==> config.mk <==
export PLATFORM = sky130hd
export DESIGN_NAME = vector_mult
export DESIGN_NICKNAME = d
export VERILOG_FILES = /design/src/rtl/vector_pkg.sv /design/src/rtl/mult_lane.sv /design/src/rtl/vector_mult.sv
export SDC_FILE = /design/constraint.sdc
export NUM_CORES = 1
export LEC_CHECK = 0
export CORE_ASPECT_RATIO = 0.5
export CORE_MARGIN = 2
export CORE_UTILIZATION = 47
export CTS_CLUSTER_SIZE = 24
export DETAILED_ROUTE_END_ITERATION = 16
export GPL_TIMING_DRIVEN = 0
export PLACE_DENSITY = 0.68
export SETUP_SLACK_MARGIN = 0.1
export SLEW_MARGIN = 5
export SYNTH_ARGS = -nofsm -noshare
export SYNTH_HDL_FRONTEND = slang
export SYNTH_HIERARCHICAL = 1
export SYNTH_SLANG_ARGS = --single-unit
==> constraint.sdc <==
create_clock -name Clock -period 9.99 [get_ports Clock]
set_clock_uncertainty 0.1 [all_clocks]
set_input_delay 1.998 -clock Clock [delete_from_list [all_inputs] [get_ports Clock]]
set_output_delay 1.998 -clock Clock [all_outputs]
set_load 0.05 [all_outputs]
==> src/rtl/vector_pkg.sv <==
// Shared constants and helpers for the vector datapath blocks.
// Holds the pipeline depth, the product width and the lane slice offsets.
package vector_pkg;

    localparam int PIPE_DEPTH = 2;

    function automatic int prod_w(input int w);
        return 2 * w;
    endfunction

    function automatic int op_lo(input int i, input int w);
        return i * w;
    endfunction

    function automatic int prod_lo(input int i, input int w);
        return i * prod_w(w);
    endfunction

endpackage

==> src/rtl/mult_lane.sv <==
// One multiplier lane: the full-width product register for stage S2.
// Ports: Clock, Reset_n, load (capture a*b), a, b (W_u each), p (2*W_u).
// VECTOR_MULT_SIGNED_EN selects a two's-complement product.
module mult_lane
    import vector_pkg::*;
#(
    parameter int W_u = 8
) (
    input  logic                     Clock,
    input  logic                     Reset_n,
    input  logic                     load,
    input  logic [W_u-1:0]           a,
    input  logic [W_u-1:0]           b,
    output logic [prod_w(W_u)-1:0]   p
);

    localparam int PW = prod_w(W_u);

    logic [PW-1:0] ax;
    logic [PW-1:0] bx;
    logic [PW-1:0] prod;

    // Extending to the product width first keeps the low 2*W_u bits exact.
`ifdef VECTOR_MULT_SIGNED_EN
    assign ax = {{W_u{a[W_u-1]}}, a};
    assign bx = {{W_u{b[W_u-1]}}, b};
`else
    assign ax = {{W_u{1'b0}}, a};
    assign bx = {{W_u{1'b0}}, b};
`endif

    assign prod = ax * bx;

    always_ff @(posedge Clock or negedge Reset_n) begin
        if (!Reset_n) begin
            p <= '0;
        end else if (load) begin
            p <= prod;
        end
    end

endmodule

==> src/rtl/vector_mult.sv <==
// Two-stage element-wise vector multiplier with valid/ready handshakes.
// Ports: Clock, Reset_n, inValid/inReady/u/v in, outValid/outReady/p out,
// inFlight = pairs held. VECTOR_MULT_SIGNED_EN selects signed elements.
module vector_mult
    import vector_pkg::*;
#(
    parameter int DIM = 2,
    parameter int W_u = 8
) (
    input  logic                   Clock,
    input  logic                   Reset_n,
    input  logic                   inValid,
    output logic                   inReady,
    input  logic [DIM*W_u-1:0]     u,
    input  logic [DIM*W_u-1:0]     v,
    output logic                   outValid,
    input  logic                   outReady,
    output logic [DIM*2*W_u-1:0]   p,
    output logic [1:0]             inFlight
);

    localparam int PW = prod_w(W_u);

    logic                 s1_valid;
    logic                 s2_valid;
    logic [DIM*W_u-1:0]   s1_u;
    logic [DIM*W_u-1:0]   s1_v;
    logic [DIM*PW-1:0]    prod;
    logic                 in_xfer;
    logic                 out_xfer;
    logic                 s2_load;

    // Depends only on stage state and outReady, never on inValid.
    assign inReady  = !s1_valid || !s2_valid || outReady;
    assign in_xfer  = inValid && inReady;
    assign out_xfer = s2_valid && outReady;
    assign s2_load  = s1_valid && (!s2_valid || outReady);

    assign outValid = s2_valid;
    assign p        = s2_valid ? prod : '0;

    // S1 can take new data whenever inReady is high (empty or draining).
    always_ff @(posedge Clock or negedge Reset_n) begin
        if (!Reset_n) begin
            s1_valid <= 1'b0;
            s1_u     <= '0;
            s1_v     <= '0;
        end else if (inReady) begin
            s1_valid <= inValid;
            if (inValid) begin
                s1_u <= u;
                s1_v <= v;
            end
        end
    end

    always_ff @(posedge Clock or negedge Reset_n) begin
        if (!Reset_n) begin
            s2_valid <= 1'b0;
        end else if (s2_load) begin
            s2_valid <= 1'b1;
        end else if (out_xfer) begin
            s2_valid <= 1'b0;
        end
    end

    always_ff @(posedge Clock or negedge Reset_n) begin
        if (!Reset_n) begin
            inFlight <= 2'd0;
        end else begin
            unique case ({in_xfer, out_xfer})
                2'b10:   inFlight <= inFlight + 2'd1;
                2'b01:   inFlight <= inFlight - 2'd1;
                default: inFlight <= inFlight;
            endcase
        end
    end

    for (genvar i = 0; i < DIM; i++) begin : g_lane
        mult_lane #(
            .W_u(W_u)
        ) u_lane (
            .Clock   (Clock),
            .Reset_n (Reset_n),
            .load    (s2_load),
            .a       (s1_u[op_lo(i, W_u) +: W_u]),
            .b       (s1_v[op_lo(i, W_u) +: W_u]),
            .p       (prod[prod_lo(i, W_u) +: PW])
        );
    end

endmodule

==> summary by stage <==
Status
The flow ran to the end, and the final reports show no timing, DRC or antenna violations.

Min path
The source of the worst hold timing path is inFlight[1]$_DFFE_PN0P_. The worst hold-check path type is reg -> reg.

Timing
The number of hold violations in the final report is 0. The max-slew violation count came to 0. The final total negative setup slack is 0 ps. At the pin with the least slew margin, the transition time is 597 ps. The final period demand of the worst path is 5600 ps. Setup violations remaining at the end of the flow were counted as 0. The maximum clock frequency is 0.179 GHz. The post-route worst setup slack is 4390 ps. The normalized max-slew margin is 60.2%.

Setup repair after global routing left no endpoint under its margin. Of the available clock period, the critical path in the final layout requires 56.0%.

Critical path
The worst reg2reg path startpoint is s1_u[3]$_DFFE_PN0P_. STA puts the critical path data arrival time at 3500 ps. The signal on the critical path passes through clkdlybuf4s50_1, nand3b_4, clkdlybuf4s50_1. The worst setup path is launched from an input port. The worst setup path is captured at a primary output. The buffering stage count on the worst path with inverters included is 2. The family with the most delay on the worst path is buffers and inverters. The cell seen most often among critical-path stages is sky130_fd_sc_hd__clkdlybuf4s50_1. By startpoint and endpoint, the worst setup path is classified as in -> out. The data required time at the worst endpoint is 7890 ps. For this design, the slowest cell found on the critical path is sky130_fd_sc_hd__clkdlybuf4s50_1.

The critical path's largest stage delay is 820 ps. The startpoint of the worst setup timing path is outReady. The highest net fanout along the worst path is 3.

Logic synthesis
The simple-gate area share of the yosys netlist is 16.9%. Of all cell types, the one taking the most synthesized area is sky130_fd_sc_hd__dfrtp_1. In this run, distinct cell masters in the synthesized netlist total 50. After synthesis, the largest family of logic cells by area is adder cells. In the synthesized netlist the async set-or-reset flop fraction comes to 100%. The cell area that synthesis handed to floorplanning was 7140 µm². The area share of fa/ha/maj cells after synthesis is 33.0%. The multiplexer share of the synthesized area is 10.3%. When the netlist entered floorplanning its net count stood at 859. The mean area per synthesized cell is 10.5 µm². The fraction of the mapped netlist area in compound gates is 6.52%. Yosys attributes the largest share of cell area to sky130_fd_sc_hd__dfrtp_1 (24%), sky130_fd_sc_hd__fa_1 (20%), sky130_fd_sc_hd__ha_1 (13%), sky130_fd_sc_hd__and2_1 (11%), sky130_fd_sc_hd__mux2_4 (6.1%). For this run, the number of Yosys warnings is 6. The register bit total from synthesis is 68. Yosys mapped a number of flops with a built-in enable equal to 0. Synthesis handed over a netlist of 678 instances. The most used flip-flop cell after synthesis is sky130_fd_sc_hd__dfrtp_1. After synthesis, the largest area contributor takes up 23.8% of total cell area. The sequential cell area fraction in the yosys report is 23.8%. After Yosys synthesis, XOR and XNOR cells account for 2.57% of the synthesized area.

Layout
The sequential cell area is 1700 µm². The filler cells instantiated in the layout total 1289. The number of non-filler instances in the completed layout is 963. The net count of the finished layout is 942. In the layout the commonest cells are sky130_fd_sc_hd__and2_1 (125), sky130_fd_sc_hd__inv_1 (102), sky130_fd_sc_hd__ha_1 (73). Relative to the synthesized area, the layout overhead comes to 17.7%. The number of antenna diodes in the final layout is 0. The fraction of layout cells with a size suffix above 1 is 12.2%. The area of the multi-input gates is 4950 µm². Leaving out fill and tap cells, the most frequent cell in the layout is sky130_fd_sc_hd__and2_1.

GRT
The total overflow left after global routing is 0. The overall global routing resource usage is 18.3%. The initial antenna violation count came to 0. The first-pass GRT wire length is 23.7 mm. The via count of the first global-routing pass is 5062. The largest net degree at the start of global routing is 66.

Clock network
For the worst-skew pair, the clock arrives at the later sink with an insertion delay of 330 ps. The TritonCTS clock tree is done. Once the clock tree was built, the setup fixing pass inserted 0 buffers. The clock drives 68 sinks.

The number of clock buffers inserted by TritonCTS is 9. The number of gates resized after cts is 0. The clock slew at the register clock pins of the worst setup and hold paths is 60 ps. The deepest clock path buffer count is 2. Hold repair after CTS inserted 0 buffers. The count of H-tree levels built during CTS is 3. The cell sitting at the root of the clock tree is a sky130_fd_sc_hd__clkbuf_16.

Route
In this run, the number of DRC markers left after iteration 0 of detailed routing was 152. The ratio of routed vias to standard cells is 5.08. The post-route DRC violation count is 0. The final routed wirelength across all metal layers is 13.7 mm. The first detailed-routing pass took 4 iterations. The routed wirelength normalized by instance count is 14.2 µm. The final antenna-violating net count is 0. Detailed routing inserted a total of 4889 vias.

Place
Once placement completed, the tool counted placed cells totaling 948. At the end of routability-driven placement, the weighted congestion stood at 0.802. In this run the tool buffered the top-level ports with 71 buffer cells. The half-perimeter wire length after detailed placement is 11.0 mm. The pre-CTS worst setup slack is 4380 ps.

Die
During I/O placement, the number of pins put on the boundary was 72. The die outline height is 91.2 µm. The floorplan step defined a die boundary enclosing 16300 µm². The width of the die is 178 µm. Row generation in the floorplan step produced 31 rows.

The total core area is 14700 µm². The initial core utilization is 48.7%.

Run
The tool flagged a number of max-cap violations equal to 0.
final timing paths:
kind,endpoint,slack (ps),depth (start not counted)
max,inReady,4390,3
min,inFlight[1]$_DFFE_PN0P_,370,1
max reg2reg,g_lane[0].u_lane/p[12]$_DFFE_PN0P_,5450,15
min reg2reg,inFlight[1]$_DFFE_PN0P_,370,1
max in group asynchronous,s1_v[3]$_DFFE_PN0P_,7910,2
min in group asynchronous,g_lane[1].u_lane/p[14]$_DFFE_PN0P_,1370,1
cell families after synthesis:
group,Yosys count
multiplexers,56
XOR/XNOR,21
AO/OA/AOI/OAI,64
AND/OR/NAND/NOR,211
flip-flops,68
buffers and inverters,113
adder cells (fa/ha/maj),145
per-layer routing:
layer	vias up	GRT usage [%]	share of wire (%)
li1	2332	-	-
met3	14	2.85	2.3
met5	-	0	0
met4	0	4.27	1.1
met2	48	31.3	51
met1	2495	24.4	46
registers in the layout, summed over array words and instances (netlist names):
| register | cells |
|---|---|
| s1_valid | 1 |
| s1_u | 16 |
| g_lane.u_lane/p | 32 |
| s1_v | 16 |
| outValid | 1 |
| inFlight | 2 |
synth_stat cells, types with 2 or more instances:
master and count:
sky130_fd_sc_hd__and2_1 125, sky130_fd_sc_hd__inv_1 102, sky130_fd_sc_hd__ha_1 73, sky130_fd_sc_hd__fa_1 72, sky130_fd_sc_hd__dfrtp_1 68, sky130_fd_sc_hd__nand2_1 52
sky130_fd_sc_hd__mux2_4 29, sky130_fd_sc_hd__mux2_2 22, sky130_fd_sc_hd__a21oi_1 20, sky130_fd_sc_hd__xnor2_1 17, sky130_fd_sc_hd__a21o_1 6, sky130_fd_sc_hd__nor2_1 6
sky130_fd_sc_hd__o21ai_0 6, sky130_fd_sc_hd__nand2b_1 5, sky130_fd_sc_hd__nand3_1 5, sky130_fd_sc_hd__o21ai_1 5, sky130_fd_sc_hd__a21oi_2 4, sky130_fd_sc_hd__clkbuf_1 4
sky130_fd_sc_hd__mux2_1 4, sky130_fd_sc_hd__nor2b_1 4, sky130_fd_sc_hd__xor2_1 4, sky130_fd_sc_hd__and2_2 3, sky130_fd_sc_hd__buf_12 3, sky130_fd_sc_hd__buf_6 3
sky130_fd_sc_hd__o211ai_1 3, sky130_fd_sc_hd__a211oi_2 2, sky130_fd_sc_hd__a31o_1 2, sky130_fd_sc_hd__a31oi_1 2, sky130_fd_sc_hd__and3_1 2, sky130_fd_sc_hd__nand4_1 2
sky130_fd_sc_hd__o2111ai_1 2, sky130_fd_sc_hd__o211ai_2 2, sky130_fd_sc_hd__or2b_1 2
area by class of cell:
class | count | share of cell area (%)
clock buffers | 11 | 3.01
clock inverters | 4 | 0.298
multi-input cells | 497 | 58.9
inverters | 102 | 4.56
flip-flops and latches | 68 | 20.2
well taps | 198 | 2.95
repair buffers | 72 | 8.75
plain buffers | 11 | 1.34
stage by stage:
stage / hold slack [ps] / cell area [µm²] / utilization (%)
floorplan: 346 / 7140 / -
global placement: 359 / 8100 / 55.3
detailed placement: 367 / 8130 / 55.4
CTS: 375 / 8400 / 57.3
global route: 393 / 8400 / 57.3
finish: 367 / 8400 / 57.3
Power is not shown: default switching activity piles up to over one toggle a cycle in this logic, so the estimate is an artifact.
